File: config.mk
export PLATFORM = sky130hd
export DESIGN_NAME = mem_access_unit
export DESIGN_NICKNAME = d
export VERILOG_FILES = /design/src/rtl/mem_access_pkg.sv /design/src/rtl/lane_align.sv /design/src/rtl/mem_access_unit.sv
export SDC_FILE = /design/constraint.sdc
export NUM_CORES = 1
export LEC_CHECK = 0
export CORE_MARGIN = 1.5
export CORE_UTILIZATION = 47
export CTS_BUF_LIST = sky130_fd_sc_hd__clkbuf_2 sky130_fd_sc_hd__clkbuf_4 sky130_fd_sc_hd__clkbuf_8
export DETAILED_ROUTE_END_ITERATION = 6
export GPL_TIMING_DRIVEN = 0
export PLACE_DENSITY = 0.82
export SETUP_SLACK_MARGIN = 0.4
export SYNTH_ARGS = -nofsm -noshare
export SYNTH_HDL_FRONTEND = slang
export SYNTH_SLANG_ARGS = --single-unit
File: constraint.sdc
create_clock -name clk -period 2.28 [get_ports clk]
set_input_delay 0.456 -clock clk [delete_from_list [all_inputs] [get_ports clk]]
set_output_delay 0.456 -clock clk [all_outputs]
set_load 0.01 [all_outputs]
File: src/rtl/mem_access_pkg.sv
// mem_access_pkg: FSM state encoding, access size codes and default address limit
// for mem_access_unit and lane_align.
package mem_access_pkg;
  typedef enum logic [2:0] {IDLE, LOAD, RMW_READ, WSTORE, RESP} state_e;
  localparam logic [1:0] SZ_B = 2'd0;
  localparam logic [1:0] SZ_H = 2'd1;
  localparam logic [1:0] SZ_W = 2'd2;
  localparam logic [31:0] DEF_ADDR_LIMIT = 32'h0000_3000;
endpackage

File: src/rtl/lane_align.sv
// lane_align: little-endian lane steering for sub-word stores (merge) and loads (extract/extend).
// Ports: size/sign_ext/offset describe the access; word is the memory word read;
// wdata is right-aligned store data; merged is word with the new lanes
// inserted; loaded is the right-aligned, zero- or sign-extended load result.
module lane_align
  import mem_access_pkg::*;
(
  input  logic [1:0]  size,
  input  logic        sign_ext,
  input  logic [1:0]  offset,
  input  logic [31:0] word,
  input  logic [31:0] wdata,
  output logic [31:0] merged,
  output logic [31:0] loaded
);
  logic [4:0]  sh;
  logic [31:0] mask;
  logic [31:0] lanes;
  always_comb begin
    sh     = (size == SZ_H) ? {offset[1], 4'b0000} : {offset, 3'b000};
    mask   = (size == SZ_B) ? 32'h0000_00ff << sh : (size == SZ_H) ? 32'h0000_ffff << sh : '1;
    merged = (word & ~mask) | ((wdata << sh) & mask);
    lanes  = word >> sh;
    loaded = (size == SZ_B) ? {{24{sign_ext & lanes[7]}}, lanes[7:0]} :
             (size == SZ_H) ? {{16{sign_ext & lanes[15]}}, lanes[15:0]} : word;
  end
endmodule

File: src/rtl/mem_access_unit.sv
// mem_access_unit: CPU load/store unit over a word-wide data memory with sub-word
// read-modify-write stores, alignment/range checking and a valid/ready response.
// Ports: req_* is the CPU request (ready only in IDLE); resp_* is the held
// completion; mem_* drives a combinational-read, word-write data memory, with
// mem_pc carrying the issuing PC for write logging. reset is async active-low.
module mem_access_unit
  import mem_access_pkg::*;
#(
  parameter logic [31:0] ADDR_LIMIT = DEF_ADDR_LIMIT
) (
  input  logic        clk,
  input  logic        reset,
  input  logic        req_valid,
  output logic        req_ready,
  input  logic        req_write,
  input  logic [1:0]  req_size,
  input  logic        req_signed,
  input  logic [31:0] req_addr,
  input  logic [31:0] req_wdata,
  input  logic [31:0] req_pc,
  output logic        resp_valid,
  input  logic        resp_ready,
  output logic [31:0] resp_rdata,
  output logic        resp_error,
  output logic        mem_we,
  output logic [31:0] mem_addr,
  output logic [31:0] mem_wdata,
  input  logic [31:0] mem_rdata,
  output logic [31:0] mem_pc
);
  state_e      state, state_nx;
  logic        write_q, signed_q, err_q;
  logic [1:0]  size_q;
  logic [31:0] addr_q, wdata_q, pc_q, data_q, merged, loaded;
  logic        accept, bad;

  assign accept = req_valid & req_ready;
  assign bad = (req_size == 2'd3) || (req_size == SZ_H && req_addr[0]) ||
               (req_size == SZ_W && req_addr[1:0] != 2'b00) || (req_addr >= ADDR_LIMIT);

  lane_align u_align (
    .size    (size_q),
    .sign_ext(signed_q),
    .offset  (addr_q[1:0]),
    .word    (mem_rdata),
    .wdata   (wdata_q),
    .merged  (merged),
    .loaded  (loaded)
  );

  // data_q holds the extracted load result, or the merged word of a sub-word
  // store until WSTORE, after which it is cleared so stores respond with 0.
  always_ff @(posedge clk or negedge reset) begin
    if (!reset) begin
      state    <= IDLE;
      write_q  <= 1'b0;
      signed_q <= 1'b0;
      err_q    <= 1'b0;
      size_q   <= 2'd0;
      addr_q   <= '0;
      wdata_q  <= '0;
      pc_q     <= '0;
      data_q   <= '0;
    end else begin
      state <= state_nx;
      if (accept) begin
        write_q  <= req_write;
        signed_q <= req_signed;
        err_q    <= bad;
        size_q   <= req_size;
        addr_q   <= req_addr;
        wdata_q  <= req_wdata;
        pc_q     <= req_pc;
        data_q   <= '0;
      end
      if (state == LOAD) data_q <= loaded;
      if (state == RMW_READ) data_q <= merged;
      if (state == WSTORE) data_q <= '0;
    end
  end

  always_comb begin
    state_nx = state;
    case (state)
      IDLE:     if (accept) state_nx = bad ? RESP : !req_write ? LOAD : (req_size == SZ_W) ? WSTORE : RMW_READ;
      LOAD:     state_nx = RESP;
      RMW_READ: state_nx = WSTORE;
      WSTORE:   state_nx = RESP;
      RESP:     if (resp_ready) state_nx = IDLE;
      default:  state_nx = IDLE;
    endcase
  end

  assign req_ready  = reset && (state == IDLE);
  assign resp_valid = (state == RESP);
  assign resp_error = resp_valid & err_q;
  assign resp_rdata = resp_valid ? data_q : '0;
  assign mem_we     = (state == WSTORE);
  assign mem_addr   = {addr_q[31:2], 2'b00};
  assign mem_wdata  = mem_we ? ((size_q == SZ_W) ? wdata_q : data_q) : '0;
  assign mem_pc     = pc_q;
endmodule

# Word level (Yosys, flattened, before mapping)
# Index checks and enable logic that the tools add are counted.
[totals]
register_bits = 135
in_bits = 136
word_cells = 62
[op_classes]
magnitude_cmp = 1
eq_ne = 11
shift = 4
mux = 18
n_bitwise = 8
reduce_logical = 12
[op_table]
columns = ["cell", "n"]
rows = [
  ["32-bit two-way mux", 11],
  ["32-bit AND", 2],
  ["32-bit by 14-bit greater-or-equal comparator with 1-bit output (second input constant)", 1],
  ["32-bit NOT", 1],
  ["32-bit OR", 1],
  ["16-bit by 5-bit left shift with 32-bit output (first input constant)", 1],
  ["32-bit by 5-bit left shift with 32-bit output", 1],
  ["8-bit by 5-bit left shift with 32-bit output (first input constant)", 1],
  ["32-bit by 5-bit right shift with 16-bit output", 1],
  ["3-bit one-hot mux with 4 select lines", 1],
  ["3-bit two-way mux", 3],
  ["2-bit equality test (second input constant)", 3],
  ["3-bit by 2-bit equality test with 1-bit output (second input constant)", 2],
  ["1-bit AND", 4],
  ["2-bit by 1-bit equality test with 1-bit output (second input constant)", 2],
  ["4-bit two-way mux", 1],
  ["4-bit nonzero test", 1],
  ["3-bit by 1-bit equality test with 1-bit output (second input constant)", 1],
  ["3-bit equality test (second input constant)", 1],
  ["1-bit logical AND", 3],
  ["3-bit logical NOT", 1],
  ["1-bit logical OR", 3],
  ["2-bit logical NOT", 1],
  ["2-bit two-way mux", 1],
  ["other kinds (6)", 6],
]

# Depth between registers and ports, before layout
[logic_depth]
ltp_word = 10
depth_mapped = 9
ltp_nobuf = 9

# Cells and area by module
# From an unflattened synthesis, not the netlist that was laid out.
[unflattened]
cells_unflattened = 845
area_unflattened_um2 = 8383.0
[by_module_without_submodules]
columns = ["mod", "instances", "cells_each", "area_per_inst_um2", "seq_area_each_um2"]
rows = [
  ["mem_access_unit", 1, 569, 6538.8, 3378.2],
  ["lane_align", 1, 276, 1844.3, 0.0],
]

# Worst setup path before layout
# No wires, ideal clock.
[synth_path]
kind = "register to register"
start = "register size_q[1]"
end = "register data_q[21]"
setup_ps = 134
t_arrival_ps = 1931
required_time_ps = 2146
slack_ps = 216
stages_incl_launch_ff = 9
path_buffers = 2
period_less_slack_ps = 2064
cell_sequence = "dfrtp_1 -> nand2b_2 -> nand2_1 -> buf_2 -> ha_1 -> o211ai_2 -> clkbuf_1 -> o211a_1 -> o211ai_1"
[synth_via]
elab_chain_cells = 10
word_cells_on_any_way = 20
[synth_rtl]
columns = ["element", "line", "rtl"]
rows = [
  ["start, declared", "mem_access_unit.sv:33", "logic [1:0] size_q;"],
  ["start signal, assigned", "mem_access_unit.sv:70", "size_q <= req_size;"],
  ["2-bit by 1-bit equality test with 1-bit output", "lane_align.sv:20, lane_align.sv:21, lane_align.sv:25", ""],
  ["4-bit two-way mux", "lane_align.sv:20", "sh = (size == SZ_H) ? {offset[1], 4'b0000} : {offset, 3'b000};"],
  ["16-bit by 5-bit left shift with 32-bit output", "lane_align.sv:21", "mask = (size == SZ_B) ? 32'h0000_00ff << sh : (size == SZ_H) ? 32'h0000_ffff << sh : '1;"],
  ["32-bit two-way mux (2 in a row)", "lane_align.sv:21", ""],
  ["32-bit NOT", "lane_align.sv:22", "merged = (word & ~mask) | ((wdata << sh) & mask);"],
  ["32-bit AND", "lane_align.sv:22", ""],
  ["32-bit OR", "lane_align.sv:22", ""],
  ["32-bit two-way mux (*)", "mem_access_unit.sv:77", "if (state == RMW_READ) data_q <= merged;"],
  ["32-bit two-way mux (*)", "mem_access_unit.sv:78", "if (state == WSTORE) data_q <= '0;"],
  ["end signal, assigned", "mem_access_unit.sv:76", "if (state == LOAD) data_q <= loaded;"],
  ["end signal, assigned", "mem_access_unit.sv:77", ""],
  ["end, declared", "mem_access_unit.sv:34", "logic [31:0] addr_q, wdata_q, pc_q, data_q, merged, loaded;"],
]
# Every way passes the cells marked *; elsewhere a longest branch is shown, timed or not.
# A chain may end at the register's enable or synchronous reset.

# Worst setup path after layout
[layout_path]
start = "register state[2]"
end = "output resp_rdata[13]"
[layout_via]
elab_chain_cells = 2
[layout_rtl]
columns = ["element", "line", "rtl"]
rows = [
  ["start, declared", "mem_access_unit.sv:31", "state_e state, state_nx;"],
  ["start signal, assigned", "mem_access_unit.sv:65", "state <= state_nx;"],
  ["3-bit equality test", "mem_access_unit.sv:95", "assign resp_valid = (state == RESP);"],
  ["32-bit two-way mux", "mem_access_unit.sv:97", "assign resp_rdata = resp_valid ? data_q : '0;"],
  ["end, declared", "mem_access_unit.sv:23", "output logic [31:0] resp_rdata,"],
]
# No other way between the ends.

==> flow_summary_export.csv <==
group,metric,value,unit
drt,drc_errors,3,
die,start_util,48.7,%
setup_path,cpMostUsedCell,"buf_6",
clock_network,cts_max_level,4,
clock_network,numCtsBuffers,17,
drt,dr.pass1.iters,7,
timing,setup_viol,52,
clock_network,clock_path_buffers,2,
yosys,yosysWarnings,0,
finish,final_common_cell,"clkdlybuf4s50_1",
die,ios,268,
global_route,antenna_found_initial,0,
setup_path,endpoint_kind,"output pin",
setup_path,rr_endpoint,"data_q[31]",
setup_path,slowest_stage,"dfrtp_2",
die,die_area,0.0174,mm^2
placement,io_buffers,265,
power,ir_worst_vdd,458,uV
finish,final_cell_mix,"162 x clkdlybuf4s50_1, 133 x dfrtp_1, 84 x nand2_1",
setup_path,crit_required,1820,ps
hold_path,hold_class,"primary input to asynchronous set/reset pin",
placement,place_area,0.0108,mm^2
timing,slew_viol_final,0,
timing,period_needed,2440,ps
timing,final-hold-violation-count,67,
yosys,ys_ff_latch,135,
timing,fin_crit_sh,107,%
global_route,grt_pass1_vias,7743,
setup_path,reg2reg_from,"size_q[1]",
placement,dpl.hpwl,19.9,mm
timing,rsz0062_at_grt,"yes",
setup_path,path_class,"flip-flop to output pin",
drt,viasPerCell,5.96,
finish,fin_nets,1251,
setup_path,cp.arrival,1980,ps
finish,final_util,81.4,%
run_status,status,"finished, violations left",
timing,relSlewSlack,60.4,%
drt,ant_nets,0,
timing,whs,-163,ps
power,p_per_area,733,mW/mm^2
yosys,ys_seq_area_share,43.2,%
clock_network,clk_latency,480,ps
timing,skew,14.6,ps
placement,dp.cells,1222,
global_route,grt_pass1_wl,44.4,mm
clock_network,cts.clk_slew.worst_paths,90,ps
yosys,avgSynthCellArea,10.6,um^2
finish,drive_gt1_share,47.4,%
setup_path,max_stage_delay,390,ps
yosys,ys_types,56,
die,std_cell_rows,46,
global_route,grt_max_degree,70,
drt,drtIter0Drc,858,
timing,fmax,411,MHz
drt,num_vias,7977,
die,die-height,132,um
setup_path,crit_family,"buffers and inverters",
setup_path,reg2reg_slack,140,ps
drt,wire_per_inst,23.6,um
global_route,grt.total_usage,33.3,%
power,p_leak,0.00596,uW
yosys,synthArstFlopShare,100,%
setup_path,reg2reg_depth,12,
clock_network,cts_tree,"built",
setup_path,cp.buffers_inverters,7,
yosys,syn_inst,739,
global_route,globalRoute.totalOverflow,0,
yosys,synth_edf_count,0,
yosys,syn_area,0.00782,mm^2
clock_network,cts-root-buf,"clkbuf_8",
power,power,9590,uW
drt,routed_wl,31.6,mm
finish,final_area,0.0131,mm^2
setup_path,start_kind,"flip-flop",
finish,finalNonFillerCells,1339,
flow_run,maxCapViolCount,0,
run_status,violations,"DRC, hold timing, setup timing",
placement,gp_congestion,0.971,
timing,worstMarginPinSlew,594,ps
finish,antennaDiodeCount,0,
die,die_w,132,um
clock_network,numClockSinks,135,
die,core,0.0161,mm^2
yosys,synth_ff_type,"dfrtp_1",
timing,fin_ws,-156,ps
setup_path,crit_chain,"buf_6, inv_6, nor3_4, buf_6, buf_12, clkbuf_16, buf_6, and2_4, buf_6",
finish,areaGrowthSynthToFinish,67.1,%
timing,finalSetupTns,-4220,ps
setup_path,path_max_fanout,5,
[synth_stat cells, types with 4 or more instances]
master    count  area [um^2]
buf_6        10          113
mux2_1        5         56.3
dfrtp_1     135         3380
a221oi_1     14          123
a21oi_1      70          350
a22oi_1       8         60.1
o21ai_0      27          135
o221ai_1     14          123
clkbuf_1     21         78.8
mux2_4       77         1160
a31oi_1       6         37.5
nor4_1        6         37.5
and2_1       34          213
nand2_1     111          417
inv_1         6         22.5
nand3_1       5         25.0
nor3_1        9         45.0
buf_4        33          248
o211ai_1     16          120
mux2_2       25          282
nor2_1       20         75.1
o211a_1       8         80.1
and3_1        7         43.8
buf_2        13         65.1
ha_1          4         50.1
mux2i_1      16          160
[per-stage QoR]
step / setup slack, ps / hold slack (ps)
2_1_floorplan: 418 / 160
3_3_place_gp: -5100 / 454
3_5_place_dp: -667 / 464
4_1_cts: -124 / -139
5_1_grt: -189 / -126
6_report: -156 / -163
[worst max-delay path by stage]
stage,from,to,slack [ps],cells past startpoint
6_report,state[2],resp_rdata[13],-160,9
4_1_cts,size_q[1],mem_wdata[12],-120,8
2_1_floorplan,size_q[0],data_q[7],420,9
5_1_grt,size_q[1],mem_wdata[7],-190,8
3_3_place_gp,reset,req_ready,-5100,3
3_5_place_dp,size_q[1],mem_wdata[12],-670,7
[cell families (layout without fill, tap and decap cells)]
| family | after synthesis | count (layout) | synth area share [%] |
|---|---|---|---|
| adders and majority gates | 4 | 4 | 0.640 |
| muxes | 124 | 124 | 21.4 |
| other | 1 | 2 | 0.0479 |
| DFF | 135 | 135 | 43.2 |
| AOI/OAI and AO/OA | 183 | 183 | 15.3 |
| and+or+nand+nor | 204 | 204 | 12.4 |
| buffers and inverters | 88 | 471 | 6.97 |
[layer usage]
metal	track usage, %	vias to the layer above	part of all wire (%)
met4	14.4	0	4.9
met5	0	-	0
li1	-	3392	-
met2	52.9	594	46
met3	8.96	134	10
met1	42.7	3857	38
[final cells by class]
| cell class | count | area (um^2) |
|---|---|---|
| buffer | 80 | 785 |
| clock buffer | 20 | 275 |
| clock inverter | 11 | 146 |
| fill | 886 | 2990 |
| inverter | 8 | 60.1 |
| multi-input combinational | 517 | 4580 |
| sequential | 135 | 3380 |
| tap | 216 | 270 |
| timing repair buffer | 352 | 3570 |
[sequential cells by signal, indices dropped and copies added, names as in the netlist]
signal,cells
addr_q,32
signed_q,1
size_q,2
data_q,32
err_q,1
mem_pc,32
state,3
wdata_q,32
[worst register-to-register path, delay by kind of cell, from the launching register on]
kind / cells / cell delay [ps]
flip-flops: 1 / 400
buffers and inverters: 4 / 470
AO/OA/AOI/OAI: 3 / 610
adder cells (fa/ha/maj): 1 / 150
AND/OR/NAND/NOR: 4 / 390
[where the power goes]
group	internal [uW]	switching (uW)	total (uW)	leakage (uW)
sequential	2780	423	3200	0.00166
combinational	2300	1880	4180	0.00408
clock	1160	1030	2200	0.000211
[timing repair]
item                                    4_1_cts  5_1_grt
endpoints found under the setup margin      236      123
resized for setup                           478      184
pin swaps                                    35       40
hold endpoints to repair                     67       67
cloned                                        6       10
setup buffers                                50       20
Power figures use the tool's default switching activity.
